===== src/rtl/vga_timing_pkg.sv =====
// -----------------------------------------------------------------------------
// vga_timing_pkg
// Shared constants and helpers for the VGA raster timing generator.
//   - 640x480@60 default timing (pixels / lines, active-low syncs)
//   - axis_total(): line or frame length from its four regions
//   - min_cw():     smallest counter width whose range strictly exceeds a total
//   - raw_sync_t:   the per-pixel flags carried down the latency delay line
// -----------------------------------------------------------------------------
package vga_timing_pkg;

  localparam int DEF_H_ACTIVE = 640;
  localparam int DEF_H_FP     = 16;
  localparam int DEF_H_SYNC   = 96;
  localparam int DEF_H_BP     = 48;

  localparam int DEF_V_ACTIVE = 480;
  localparam int DEF_V_FP     = 10;
  localparam int DEF_V_SYNC   = 2;
  localparam int DEF_V_BP     = 33;

  localparam bit DEF_H_POL    = 1'b0;
  localparam bit DEF_V_POL    = 1'b0;

  localparam int DEF_PIX_DIV  = 4;
  localparam int DEF_LAT      = 2;
  localparam int DEF_CW       = 12;
  localparam int DEF_RGB_W    = 24;

  // Flags describing one pixel position; delayed together so they stay aligned.
  typedef struct packed {
    logic de;
    logic hs;
    logic vs;
  } raw_sync_t;

  function automatic int axis_total(input int active, input int fp,
                                    input int sync, input int bp);
    return active + fp + sync + bp;
  endfunction

  // A total of 2^CW is rejected as well, so the width must hold the total itself.
  function automatic int min_cw(input int total);
    return $clog2(total + 1);
  endfunction

endpackage


===== src/rtl/vga_axis_counter.sv =====
// -----------------------------------------------------------------------------
// vga_axis_counter
// One raster axis (horizontal or vertical). Counts 0..TOT-1 when en is high and
// decodes the region the count is in. Region order: active, FP, sync, BP.
//   clk      in   system clock
//   reset    in   synchronous, active-high
//   en       in   advance the count by one
//   cnt      out  current position on the axis
//   active   out  cnt inside [0, ACTIVE)
//   in_sync  out  cnt inside [ACTIVE+FP, ACTIVE+FP+SYNC)
//   wrap     out  cnt is the last position; the next advance returns to 0
// -----------------------------------------------------------------------------
module vga_axis_counter
  import vga_timing_pkg::*;
#(
  parameter int ACTIVE = DEF_H_ACTIVE,
  parameter int FP     = DEF_H_FP,
  parameter int SYNC   = DEF_H_SYNC,
  parameter int BP     = DEF_H_BP,
  parameter int CW     = DEF_CW
) (
  input  logic          clk,
  input  logic          reset,
  input  logic          en,
  output logic [CW-1:0] cnt,
  output logic          active,
  output logic          in_sync,
  output logic          wrap
);

  localparam int TOT = axis_total(ACTIVE, FP, SYNC, BP);

  localparam logic [CW-1:0] LAST     = CW'(TOT - 1);
  localparam logic [CW-1:0] ACT_END  = CW'(ACTIVE);
  localparam logic [CW-1:0] SYNC_BEG = CW'(ACTIVE + FP);
  localparam logic [CW-1:0] SYNC_END = CW'(ACTIVE + FP + SYNC);

  // NOTE: state registers use non-blocking assignment so every flop samples
  // the pre-edge values of the others, independent of block ordering.
  always_ff @(posedge clk) begin
    if (reset) begin
      cnt <= '0;
    end else if (en) begin
      cnt <= wrap ? '0 : cnt + CW'(1);
    end
  end

  assign wrap    = (cnt == LAST);
  assign active  = (cnt < ACT_END);
  assign in_sync = (cnt >= SYNC_BEG) && (cnt < SYNC_END);

endmodule


===== src/rtl/vga_timing_gen.sv =====
// -----------------------------------------------------------------------------
// vga_timing_gen
// Parametrised VGA raster timing generator with a latency-matched pixel path.
// Presents pixel coordinates to the renderer, takes its colour back LAT pixel
// ticks later, and drives hsync/vsync/de/rgb_out cycle-aligned with each other.
//   clk          in   system clock
//   reset        in   synchronous, active-high
//   pix_x/pix_y  out  pixel currently requested (horizontal / vertical count)
//   pix_req      out  requested pixel lies inside the visible area
//   pix_tick     out  one-clk pulse per pixel period (constant 1 when PIX_DIV=1)
//   frame_start  out  one-clk pulse on the tick that wraps the frame to (0,0)
//   rgb_in       in   renderer colour for the pixel requested LAT ticks earlier
//   hsync/vsync  out  sync outputs, asserted level set by H_POL / V_POL
//   de           out  data enable, aligned with rgb_out
//   rgb_out      out  output colour, forced to 0 outside the visible area
// -----------------------------------------------------------------------------
module vga_timing_gen
  import vga_timing_pkg::*;
#(
  parameter int H_ACTIVE = DEF_H_ACTIVE,
  parameter int H_FP     = DEF_H_FP,
  parameter int H_SYNC   = DEF_H_SYNC,
  parameter int H_BP     = DEF_H_BP,
  parameter int V_ACTIVE = DEF_V_ACTIVE,
  parameter int V_FP     = DEF_V_FP,
  parameter int V_SYNC   = DEF_V_SYNC,
  parameter int V_BP     = DEF_V_BP,
  parameter bit H_POL    = DEF_H_POL,
  parameter bit V_POL    = DEF_V_POL,
  parameter int PIX_DIV  = DEF_PIX_DIV,
  parameter int LAT      = DEF_LAT,
  parameter int CW       = DEF_CW,
  parameter int RGB_W    = DEF_RGB_W
) (
  input  logic             clk,
  input  logic             reset,
  output logic [CW-1:0]    pix_x,
  output logic [CW-1:0]    pix_y,
  output logic             pix_req,
  output logic             pix_tick,
  output logic             frame_start,
  input  logic [RGB_W-1:0] rgb_in,
  output logic             hsync,
  output logic             vsync,
  output logic             de,
  output logic [RGB_W-1:0] rgb_out
);

  localparam int H_TOT = axis_total(H_ACTIVE, H_FP, H_SYNC, H_BP);
  localparam int V_TOT = axis_total(V_ACTIVE, V_FP, V_SYNC, V_BP);

  if (CW < min_cw(H_TOT) || CW < min_cw(V_TOT) || PIX_DIV < 1 || LAT < 1) begin : g_param_error
    $error("vga_timing_gen: illegal parameters H_TOT=%0d V_TOT=%0d CW=%0d PIX_DIV=%0d LAT=%0d",
           H_TOT, V_TOT, CW, PIX_DIV, LAT);
  end

  // ---------------------------------------------------------------------------
  // Pixel-clock divider
  // ---------------------------------------------------------------------------
  localparam int                 DIV_W    = (PIX_DIV > 1) ? $clog2(PIX_DIV) : 1;
  localparam logic [DIV_W-1:0]   DIV_LAST = DIV_W'(PIX_DIV - 1);

  logic [DIV_W-1:0] div;

  always_ff @(posedge clk) begin
    if (reset || div == DIV_LAST) begin
      div <= '0;
    end else begin
      div <= div + DIV_W'(1);
    end
  end

  // Gated by reset so the tick reads 0 while reset is held, even at PIX_DIV=1
  // where the divider alone would make it permanently high.
  assign pix_tick = !reset && (div == DIV_LAST);

  // ---------------------------------------------------------------------------
  // Raster counters
  // ---------------------------------------------------------------------------
  logic h_active, h_sync, h_wrap;
  logic v_active, v_sync, v_wrap;
  logic v_en;

  assign v_en = pix_tick && h_wrap;

  vga_axis_counter #(
    .ACTIVE (H_ACTIVE),
    .FP     (H_FP),
    .SYNC   (H_SYNC),
    .BP     (H_BP),
    .CW     (CW)
  ) u_h_axis (
    .clk     (clk),
    .reset   (reset),
    .en      (pix_tick),
    .cnt     (pix_x),
    .active  (h_active),
    .in_sync (h_sync),
    .wrap    (h_wrap)
  );

  vga_axis_counter #(
    .ACTIVE (V_ACTIVE),
    .FP     (V_FP),
    .SYNC   (V_SYNC),
    .BP     (V_BP),
    .CW     (CW)
  ) u_v_axis (
    .clk     (clk),
    .reset   (reset),
    .en      (v_en),
    .cnt     (pix_y),
    .active  (v_active),
    .in_sync (v_sync),
    .wrap    (v_wrap)
  );

  raw_sync_t raw_now;
  raw_sync_t raw_last;

  assign raw_now     = '{de: h_active && v_active, hs: h_sync, vs: v_sync};
  assign pix_req     = raw_now.de;
  assign frame_start = pix_tick && h_wrap && v_wrap;

  // ---------------------------------------------------------------------------
  // Latency delay line: LAT-1 stages here, the output register is the last one,
  // so the flags for a pixel reach the pins on the same edge as its colour.
  // ---------------------------------------------------------------------------
  if (LAT == 1) begin : g_no_delay
    assign raw_last = raw_now;
  end else begin : g_delay
    raw_sync_t dly_q [LAT-1];

    // NOTE: the delay line is reset because its contents reach the pins
    // directly; stale sync flags after reset would emit a spurious pulse.
    always_ff @(posedge clk) begin
      if (reset) begin
        for (int i = 0; i < LAT - 1; i++) dly_q[i] <= '0;
      end else if (pix_tick) begin
        dly_q[0] <= raw_now;
        for (int i = 1; i < LAT - 1; i++) dly_q[i] <= dly_q[i-1];
      end
    end

    assign raw_last = dly_q[LAT-2];
  end

  // ---------------------------------------------------------------------------
  // Output registers
  // ---------------------------------------------------------------------------
  always_ff @(posedge clk) begin
    if (reset) begin
      hsync   <= ~H_POL;
      vsync   <= ~V_POL;
      de      <= 1'b0;
      rgb_out <= '0;
    end else if (pix_tick) begin
      hsync   <= raw_last.hs ~^ H_POL;
      vsync   <= raw_last.vs ~^ V_POL;
      de      <= raw_last.de;
      rgb_out <= raw_last.de ? rgb_in : '0;
    end
  end

endmodule


===== config.mk =====
export PLATFORM = sky130hd
export DESIGN_NAME = vga_timing_gen
export DESIGN_NICKNAME = d
export VERILOG_FILES = /design/src/rtl/vga_timing_pkg.sv /design/src/rtl/vga_axis_counter.sv /design/src/rtl/vga_timing_gen.sv
export SDC_FILE = /design/constraint.sdc
export NUM_CORES = 1
export LEC_CHECK = 0
export ABC_AREA = 0
export ABC_CLOCK_PERIOD_IN_PS = 2500
export CELL_PAD_IN_SITES_DETAIL_PLACEMENT = 0
export CELL_PAD_IN_SITES_GLOBAL_PLACEMENT = 1
export CORE_MARGIN = 5
export CORE_UTILIZATION = 28
export CTS_CLUSTER_DIAMETER = 100
export DETAILED_ROUTE_END_ITERATION = 12
export PLACE_DENSITY = 0.8
export SLEW_MARGIN = 0
export SYNTH_ARGS = -nofsm -noshare
export SYNTH_HDL_FRONTEND = slang
export SYNTH_SLANG_ARGS = --single-unit

===== constraint.sdc =====
create_clock -name clk -period 2.5 [get_ports clk]
set_input_delay 0.625 -clock clk [delete_from_list [all_inputs] [get_ports clk]]
set_output_delay 0.625 -clock clk [all_outputs]
set_load 0.02 [all_outputs]

Yosys cells after proc, flatten, opt, wreduce, memory -nomap -nowiden
Memory sizes are Yosys's and may differ from the RTL's.
Index checks and enable logic that the tools add are counted.
{"block": "totals", "ff_bits": 53, "ramBits": 3, "mem_count": 1, "out_inout_bits": 54}
{"block": "op_classes", "bitwise_logic": 2, "n_lt_le_gt_ge": 6, "eq_ne": 3, "add_sub_neg": 3, "n_mux": 10, "reduce_logical": 9}
{"memory": "g_delay.dly_q", "depth": 1, "word_bits": 3, "read_ports": 1, "rd_clocked_by_memory_dff": 0, "wr": 1, "line_no": "vga_timing_gen.sv:132", "text": "raw_sync_t dly_q [LAT-1];"}
{"op": "$add 12x1->12 const B", "n": 2}
{"op": "$eq 12x10->1 const B", "n": 2}
{"op": "$lt 12x10->1 const B", "n": 2}
{"op": "$lt 12x9->1 const B", "n": 2}
{"op": "$mux 12", "n": 2}
{"op": "$mux 24", "n": 1}
{"op": "$ge 12x10->1 const B", "n": 1}
{"op": "$ge 12x9->1 const B", "n": 1}
{"op": "$logic_and 1x1->1", "n": 6}
{"op": "$mux 1", "n": 6}
{"op": "$mux 3", "n": 1}
{"op": "$reduce_or 3->1", "n": 1}
{"op": "$add 2x1->2 const B", "n": 1}
{"op": "$eq 2x2->1 const B", "n": 1}
{"op": "$not 1->1", "n": 2}
{"op": "$logic_not 1->1", "n": 1}
{"op": "$logic_or 1x1->1", "n": 1}

Logic depth before layout (Yosys ltp)
Gate-level depths: netlist of the first run.
{"block": "logic_depth", "depth_word": 7, "mapped_depth": 8, "depth_no_buf": 6}

Modules after synthesis
A second synthesis of the first run with hierarchy kept.
{"block": "hier_totals", "cells_unflattened": 276, "area_unflattened_um2": 2656.3}
{"module": "vga_timing_gen", "seq_area_each_um2": 670.6, "area_per_inst_um2": 1408.9, "instances": 1, "cells_per_inst": 136}
{"module": "vga_axis_counter at u_v_axis", "seq_area_each_um2": 240.2, "area_per_inst_um2": 634.4, "instances": 1, "cells_per_inst": 70}
{"module": "vga_axis_counter at u_h_axis", "seq_area_each_um2": 240.2, "area_per_inst_um2": 613.1, "instances": 1, "cells_per_inst": 70}

Least setup slack after synthesis of the first run
Ideal clock, no wire load.
{"block": "synth_timing", "kind": "input to output", "from": "input reset", "to": "output frame_start", "stages": 6, "required_ns": 1.875, "arrival_time_ns": 2.152, "path_slack_ns": -0.277, "path_cell_list": "clkbuf_1 nand2b_1 clkbuf_1 or4_4 clkbuf_1 nor2_1"}
{"block": "synth_via", "elab_chain_len": 4}
{"element": "start: declaration", "line_no": "vga_timing_gen.sv:36", "text": "input logic reset,"}
{"element": "$logic_not 1->1", "line_no": "vga_timing_gen.sv:75", "text": "assign pix_tick = !reset && (div == DIV_LAST);"}
{"element": "$logic_and 1x1->1", "line_no": "vga_timing_gen.sv:75"}
{"element": "$logic_and 1x1->1 (2 in series)", "line_no": "vga_timing_gen.sv:123", "text": "assign frame_start = pix_tick && h_wrap && v_wrap;"}
{"element": "end: declaration", "line_no": "vga_timing_gen.sv:41", "text": "output logic frame_start,"}
Every way passes these cells.

Worst setup path after layout of the first run
{"block": "layout_timing", "from": "register u_h_axis.cnt[7]", "to": "output frame_start"}
{"block": "layout_via", "elab_chain_len": 3}
{"element": "start: declaration", "line_no": "vga_axis_counter.sv:25", "text": "output logic [CW-1:0] cnt,"}
{"element": "start signal: assignment", "line_no": "vga_axis_counter.sv:44", "text": "cnt <= wrap ? '0 : cnt + CW'(1);"}
{"element": "$eq 12x10->1", "line_no": "vga_axis_counter.sv:48", "text": "assign wrap = (cnt == LAST);"}
{"element": "$logic_and 1x1->1 (2 in series)", "line_no": "vga_timing_gen.sv:123"}
Every way passes these cells.

==> results.yml, run 1 <==
outcome:
  status: "finished with violations"
  violations: "negative setup slack"
placed_design:
  port_buffers: 79
  gp_congestion: 0.8650
  post-place-ws_ns: -0.5924
  dpl.hpwl_um: 4745
setup_path:
  r2r-end: "u_v_axis.cnt[8]"
  startpoint_type: "flop"
  criticalPathCategory: "reg -> out"
  required_ns: 1.88
  ff2ff_setup_slack_ns: 0.24
  cp-endpoint: "frame_start"
  startpoint: "u_h_axis.cnt[7]"
  r2r_cells: 5
  cp_max_fo: 2
  end_kind: "output pin"
  reg2reg_from: "u_h_axis.cnt[7]"
  crit_arrival_ns: 1.94
clock_network:
  htree_num_levels: 2
  cts_root_buf: "clkbuf_8"
  postCtsSetupRepairBufs: 0
  cts_sinks: 56
  cts_tree: "yes"
  cts_buffer_depth: 2
  cts_buffers: 5
  hold_buffers: 0
  clk_pin_slew_worst_paths_ns: 0.10
  clock_latency_ns: 0.31
synthesis:
  ys_types: 39
  synth_top_cell_by_area: "dfxtp_1"
  yosys_most_used_dff: "dfxtp_1"
  synth.area.top_cells: "dfxtp_1 45%, a22o_1 8.9%, edfxtp_1 3.8%"
  synth_edf_count: 3
  async_flop_share: 0
  synthCells: 249
  netlist_area_sq_um: 2371
  ys_seq_area_frac: 0.4855
  yosys.area.top_type_share: 0.4475
  syn_nets: 280
  yosysWarnings: 0
  avgSynthCellArea_sq_um: 9.522
  synth-seq-cells: 56
timing:
  clock_skew_ns: 0.009312
  fin_crit_ns: 2.566
  period_share: 1.026
  relSlewSlack: 0.2924
  final-max-slew-violation-count: 0
  fmax_ghz: 0.3897
  setup_viol: 1
  hold_violations: 0
  worst_pin_slew_ns: 1.060
  timing.final.ws_setup_ns: -0.06576
  rsz0062_at_grt: "true"
  fin_hold_ws_ns: 0.4425
drt:
  wirelength_um: 6432
  antenna_left: 0
  drtIter0Drc: 79
  wire_per_inst_um: 14.14
  firstDrtPassIters: 4
  vias_per_cell: 4.752
  num_vias: 2162
  route.detailed.drc: 0
layout:
  nFillCells: 793
  syn_to_final_growth_pct: 51.50
  final_common_cell: "clkdlybuf4s50_1"
  multi_input_area_sq_um: 1137
  final_cell_mix: "75 x clkdlybuf4s50_1, 51 x dfxtp_1, 29 x buf_4"
  final-seq-area_sq_um: 1154
  drive_above_1_share: 0.1433
  fin_nets: 379
die:
  die_x_um: 102.0
  die_h_um: 102.0
  die_area_sq_um: 10410
  ioPinCount: 80
  start_util: 0.2886
  rows: 33
  core_area_sq_um: 8217
power_and_ir_drop:
  seq_power_share: 0.557
  irDropWorstVdd_mv: 0.2451
  p_sw_frac: 0.2245
  internal_power_uw: 1283
  p_leak_uw: 0.001330
  p_sw_uw: 371.5
  p_per_area_nw_per_um2: 460.6
  pwr-share-clk: 0.370
  pwr-share-comb: 0.073
global_routing:
  grt_remaining_overflow: 0
  grt_util_all_layers: 0.1216
  grt_first_pass_wirelength_um: 10160
  grt_start_max_net_pins: 28
  antenna_found_initial: 1
  grt_pass1_vias: 2084
worst_hold_path:
  hold_class: "reg -> reg"
flow_run:
  drv_cap: 0
-- power by group through the flow --
stage,Sequential (uW),Clock (uW),Combinational [uW]
floorplan,951,0,43.5
global placement,941,0,122
detailed placement,942,0,123
CTS,922,636,123
global route,924,672,133
finish,921,613,121
-- area by class of cell --
| class | instances | share of cell area |
|---|---|---|
| tap | 105 | 0.03657 |
| clock inverter | 3 | 0.01324 |
| sequential | 56 | 0.3211 |
| antenna | 1 | 0.0006966 |
| timing repair buffer | 108 | 0.2811 |
| inverter | 11 | 0.01149 |
| clock buffer | 5 | 0.01916 |
| multi-input combinational | 166 | 0.3166 |
-- registers in the layout, summed over array words and instances, names as in the netlist --
register / flops
rgb_out: 24
hsync: 1
g_delay.dly_q: 3
u_v_axis.cnt: 12
div: 2
u_h_axis.cnt: 12
de: 1
vsync: 1
-- metrics by stage --
| stage | TNS, ns | total power, uW | instance area [sq um] | util | cells |
|---|---|---|---|---|---|
| 2_1_floorplan | 0 | 994.5 | 2417 | - | 249 |
| 3_3_place_gp | -1.474 | 1063 | 3466 | 0.4218 | 446 |
| 3_5_place_dp | -1.713 | 1065 | 3466 | 0.4218 | 446 |
| 4_1_cts | -0.1108 | 1681 | 3586 | 0.4364 | 454 |
| 5_1_grt | -0.1231 | 1729 | 3592 | 0.4372 | 455 |
| 6_report | -0.06576 | 1655 | 3592 | 0.4372 | 455 |
-- Yosys cell counts, types with 2 or more instances --
| cell | count |
|---|---|
| ha_1 | 5 |
| or4_1 | 2 |
| a21o_1 | 2 |
| nand2_1 | 12 |
| o32ai_1 | 7 |
| xnor2_1 | 5 |
| a22o_1 | 24 |
| nor3_1 | 7 |
| edfxtp_1 | 3 |
| nand2b_1 | 7 |
| nand4_1 | 6 |
| o21ai_0 | 3 |
| nor2_1 | 20 |
| and4_1 | 6 |
| and2_1 | 5 |
| xor2_1 | 5 |
| nand3_1 | 13 |
| or2_2 | 2 |
| o31ai_1 | 2 |
| clkbuf_1 | 15 |
| and3_1 | 2 |
| dfxtp_1 | 53 |
| and4b_1 | 2 |
| or3_1 | 4 |
| a21oi_1 | 12 |
| nor2b_1 | 2 |
| inv_1 | 11 |
-- cells by family after synthesis --
logic type	after synthesis	synth area share
xor+xnor	10	0.03694
simple gates	98	0.2369
fa+ha+maj	5	0.02639
flops	56	0.4855
mux	1	0.004749
compound gates	52	0.1652
buf+inv	27	0.04433
-- worst max-delay path, cell delays in order, from the launching register on --
cell     delay (ns)
dfxtp_2        0.33
or4b_4         0.53
or4_4          0.53
nor2_4         0.12
buf_6          0.12
-- worst min path at each step --
stage / start / endpoint / cells past startpoint
floorplan: div[0] / div[0] / 1
global placement: div[0] / div[0] / 1
detailed placement: div[0] / div[0] / 1
CTS: div[0] / div[0] / 1
global route: div[0] / div[0] / 1
finish: div[0] / div[0] / 1
-- per-layer routing --
layer / part of all wire / up-vias / global-route usage
met5: 0 / - / 0
met4: 0.0051 / 0 / 0.03229
met3: 0.087 / 4 / 0.05256
met2: 0.45 / 60 / 0.1859
met1: 0.45 / 995 / 0.1575
li1: - / 1103 / -
-- repair_timing --
action,CTS,global route
resized for setup,9,2
hold endpoints to repair,0,0
setup endpoints to repair,3,4
pin swaps,1,2
(Power assumes the default switching activity.)
==> inputs of run 2 (changes only) <==
--- a/config.mk
+++ b/config.mk
@@ -6,14 +6,14 @@
 export NUM_CORES = 1
 export LEC_CHECK = 0
 export ABC_AREA = 0
-export ABC_CLOCK_PERIOD_IN_PS = 2500
+export ABC_CLOCK_PERIOD_IN_PS = 2600
 export CELL_PAD_IN_SITES_DETAIL_PLACEMENT = 0
 export CELL_PAD_IN_SITES_GLOBAL_PLACEMENT = 1
 export CORE_MARGIN = 5
-export CORE_UTILIZATION = 28
+export CORE_UTILIZATION = 33
 export CTS_CLUSTER_DIAMETER = 100
 export DETAILED_ROUTE_END_ITERATION = 12
-export PLACE_DENSITY = 0.8
+export PLACE_DENSITY = 0.87
 export SLEW_MARGIN = 0
 export SYNTH_ARGS = -nofsm -noshare
 export SYNTH_HDL_FRONTEND = slang
==> constraint.sdc (replaced) <==
create_clock -name clk -period 2.6 [get_ports clk]
set_input_delay 0.65 -clock clk [delete_from_list [all_inputs] [get_ports clk]]
set_output_delay 0.65 -clock clk [all_outputs]
set_load 0.02 [all_outputs]
==> results.yml, run 2 (same netlist as run 1, synthesis figures left out) <==
timing:
  fin_hold_ws_ns: 0.4312
  fmax_ghz: 0.3880
  hold_violations: 0
  setup_viol: 0
  relSlewSlack: 0.6939
  period_share: 0.9914
  final-max-slew-violation-count: 0
  clock_skew_ns: 0.01127
  rsz0062_at_grt: "true"
  fin_crit_ns: 2.578
  tns_ns: 0
  worst_pin_slew_ns: 0.4574
layout:
  nFillCells: 714
  design_area_sq_um: 3546
  largest_register_ff_count: 24
  antenna-diode-count: 0
  final_cell_mix: "75 x clkdlybuf4s50_1, 52 x dfxtp_1, 26 x buf_4"
  drive_above_1_share: 0.1297
  final_common_cell: "clkdlybuf4s50_1"
  reg.largest.list: "rgb_out: 24 flops, u_h_axis.cnt: 12 flops, u_v_axis.cnt: 12 flops"
  syn_to_final_growth_pct: 49.55
  multi_input_area_sq_um: 1135
  final-seq-area_sq_um: 1152
  largest_register: "rgb_out"
  fin_nets: 377
setup_path:
  required_ns: 1.95
  r2r_cells: 5
  end_kind: "output pin"
  reg2reg_from: "u_h_axis.cnt[7]"
  startpoint_type: "flop"
  crit_arrival_ns: 1.93
  ff2ff_setup_slack_ns: 0.31
  criticalPathCategory: "reg -> out"
  r2r-end: "u_v_axis.cnt[8]"
  cp_max_fo: 2
global_routing:
  grt_pass1_vias: 2127
  antenna_found_initial: 0
  grt_start_max_net_pins: 27
  grt_remaining_overflow: 0
  grt_util_all_layers: 0.1425
  grt_first_pass_wirelength_um: 10270
drt:
  vias_per_cell: 4.908
  firstDrtPassIters: 4
  wirelength_um: 6495
  route.detailed.drc: 0
  drtIter0Drc: 66
  antenna_left: 0
  num_vias: 2189
  wire_per_inst_um: 14.56
placed_design:
  port_buffers: 79
  placed_cell_area_sq_um: 3445
  gp_congestion: 0.8102
  dpl.hpwl_um: 4873
die:
  die_area_sq_um: 8980
  die_x_um: 94.77
  die_h_um: 94.77
  ioPinCount: 80
  core_area_sq_um: 7137
  rows: 31
  start_util: 0.3322
power_and_ir_drop:
  pwr-share-clk: 0.320
  pwr-share-comb: 0.082
  internal_power_uw: 1140
  p_per_area_nw_per_um2: 417.6
  p_leak_uw: 0.001302
  irDropWorstVdd_mv: 0.2235
  p_sw_uw: 340.5
  p_sw_frac: 0.2300
  seq_power_share: 0.598
clock_network:
  cts_root_buf: "clkbuf_8"
  cts_buffers: 5
  cts_tree: "yes"
  htree_num_levels: 2
  cts_sinks: 56
  clk_pin_slew_worst_paths_ns: 0.10
  clock_latency_ns: 0.31
  cts_buffer_depth: 2
worst_hold_path:
  hold_end: "div[0]"
  hp-start: "div[0]"
  whs_path_depth: 1
  hold_class: "reg -> reg"
flow_run:
  drv_cap: 0
outcome:
  status: "finished clean"
run 2: final cells by class:
type / instances / area share
tap: 99 / 0.03493
multi-input combinational: 166 / 0.3200
inverter: 11 / 0.01164
sequential: 56 / 0.3250
clock inverter: 2 / 0.003881
timing repair buffer: 106 / 0.2841
clock buffer: 6 / 0.02047
run 2: worst max path at each step:
stage | from | to | cells after the start
after floorplan | reset | frame_start | 6
after global placement | reset | frame_start | 5
after detailed placement | reset | frame_start | 5
after CTS | u_h_axis.cnt[7] | frame_start | 4
after global routing | u_h_axis.cnt[7] | frame_start | 4
final | u_h_axis.cnt[7] | frame_start | 4
run 2: power by group through the flow:
stage          clock [uW]  combinational (uW)  sequential (uW)
3_3_place_gp            0                 120              905
3_5_place_dp            0                 123              905
6_report              473                 122              885
2_1_floorplan           0                37.9              914
5_1_grt               530                 132              887
4_1_cts               491                 124              885
run 2: per-layer routing:
layer	vias up	GRT usage	wire length, um
met1	1056	0.1861	2931
li1	1094	-	-
met5	-	0	0
met2	32	0.2425	3298
met4	0	0.03365	94
met3	7	0.02709	171
run 2: worst max-delay path, stage by stage, from the launching register on:
cell	delay, ns
dfxtp_2	0.33
or4b_4	0.53
or4_4	0.54
nor2_4	0.10
buf_6	0.12
run 2: repair_timing:
action	in CTS	in global routing
setup endpoints to repair	3	2
resized for setup	11	1
hold buffers	0	0
buffers inserted	0	0
pin swaps	1	1
run 2: stage by stage:
step	power [uW]	util	setup WS [ns]	std cells
after detailed placement	1028	0.4826	-0.5897	438
after global routing	1550	0.4968	-0.03109	446
after CTS	1500	0.4965	-0.04105	446
after global placement	1025	0.4826	-0.5901	438
after floorplan	952.4	-	0.006856	249
final	1481	0.4968	0.02238	446
==> inputs of run 3 (changes only) <==
--- a/config.mk
+++ b/config.mk
@@ -14,6 +14,7 @@
 export CTS_CLUSTER_DIAMETER = 100
 export DETAILED_ROUTE_END_ITERATION = 12
 export PLACE_DENSITY = 0.87
+export SETUP_SLACK_MARGIN = 0.02
 export SLEW_MARGIN = 0
 export SYNTH_ARGS = -nofsm -noshare
 export SYNTH_HDL_FRONTEND = slang
==> results.yml, run 3 (same netlist as run 1, synthesis figures left out) <==
outcome:
  status: "finished clean"
clock_network:
  hold_buffers: 0
  cts_root_buf: "clkbuf_8"
  cts_buffer_depth: 2
  htree_num_levels: 2
  postCtsSetupRepairBufs: 0
  cts_sinks: 56
  clock_latency_ns: 0.31
  cts_buffers: 5
  cts_tree: "yes"
  clk_pin_slew_worst_paths_ns: 0.10
power_and_ir_drop:
  totalPowerFinal_uw: 1516
  p_per_area_nw_per_um2: 427.2
  irDropWorstVdd_mv: 0.2049
  p_leak_uw: 0.001309
flow_run:
  drv_cap: 0
setup_path:
  startpoint_type: "flop"
  crit_arrival_ns: 1.93
  slowest_stage: "or4b_4"
  cp_top_family: "simple AND/OR/NAND/NOR gates"
  crit_chain: "or4b_4 > or4_4 > nor2_4 > buf_6"
  end_kind: "output pin"
  cp_max_fo: 2
  required_ns: 1.95
  criticalPathCategory: "reg -> out"
  critical_path_buf_inv_count: 1
  cp_slowest_stage_delay_ns: 0.53
global_routing:
  grt_remaining_overflow: 0
  grt_pass1_vias: 2127
  grt_start_max_net_pins: 27
  antenna_found_initial: 0
  grt_util_all_layers: 0.1457
  grt_first_pass_wirelength_um: 10450
layout:
  antenna-diode-count: 0
  syn_to_final_growth_pct: 49.66
  largest_register: "rgb_out"
  final_common_cell: "clkdlybuf4s50_1"
  fin_nets: 378
  fin_cells: 447
  reg.largest.list: "rgb_out: 24 flops, u_h_axis.cnt: 12 flops, u_v_axis.cnt: 12 flops"
  final_cell_mix: "76 x clkdlybuf4s50_1, 52 x dfxtp_1, 28 x buf_4"
  largest_register_ff_count: 24
  drive_above_1_share: 0.1351
die:
  rows: 31
  start_util: 0.3322
  ioPinCount: 80
  die_area_sq_um: 8980
  die_h_um: 94.77
  core_area_sq_um: 7137
  die_x_um: 94.77
drt:
  num_vias: 2149
  vias_per_cell: 4.808
  route.detailed.drc: 0
  wire_per_inst_um: 14.44
  antenna_left: 0
  firstDrtPassIters: 4
  wirelength_um: 6454
  drtIter0Drc: 65
timing:
  hold_violations: 0
  rsz0062_at_grt: "true"
  tns_ns: 0
  relSlewSlack: 0.7637
  setup_viol: 0
  clock_skew_ns: 0.007079
  worst_pin_slew_ns: 0.3512
  final-max-slew-violation-count: 0
  period_share: 0.9923
  fin_crit_ns: 2.580
  fmax_ghz: 0.3876
  fin_hold_ws_ns: 0.4447
placed_design:
  gp_congestion: 0.8521
  port_buffers: 79
  placed_cells: 439
  dpl.hpwl_um: 4773
worst_hold_path:
  hold_class: "reg -> reg"
[run 3: repair_timing]
action                                  CTS  global route
pin swaps                                 1             1
gates resized for setup                  10             1
cloned                                    0             0
endpoints found under the setup margin    3             1
[run 3: layout make-up]
cell class                      count  area, sq um
Clock inverter                      2        13.76
Inverter                           11        41.29
Multi-Input combinational cell    166         1135
Timing Repair Buffer              107        999.7
Tap cell                           99        123.9
Sequential cell                    56         1152
Fill cell                         707         3588
Clock buffer                        6        82.58
[run 3: power by group]
group | leakage [uW] | switching (uW) | internal [uW]
combinational | 0.000798 | 52.9 | 64.8
clock | 0.0000516 | 294 | 219
sequential | 0.000459 | 6.35 | 879
[run 3: worst paths after layout]
path	end	slack, ns	depth (start not counted)	startpoint
worst max register to register	u_v_axis.cnt[8]	0.34	5	u_h_axis.cnt[7]
worst min register to register	div[0]	0.44	1	div[0]
worst max-delay path	frame_start	0.02	4	u_h_axis.cnt[7]
worst min-delay path	div[0]	0.44	1	div[0]
[run 3: metrics by stage]
| stage | setup slack (ns) | util | cell area [sq um] |
|---|---|---|---|
| global route | -0.03982 | 0.4972 | 3548 |
| global placement | -0.5917 | 0.4819 | 3440 |
| CTS | -0.04506 | 0.4970 | 3547 |
| detailed placement | -0.6079 | 0.4819 | 3440 |
| finish | 0.01997 | 0.4972 | 3548 |
| floorplan | 0.02776 | - | 2394 |
[run 3: routing by layer]
layer,share of wire,vias up,wire [um],GRT usage
met1,0.44,1015,2829,0.1920
met4,0.010,0,65,0.04087
met3,0.030,4,196,0.02550
li1,-,1097,-,-
met2,0.52,33,3362,0.2443
met5,0,-,0,0
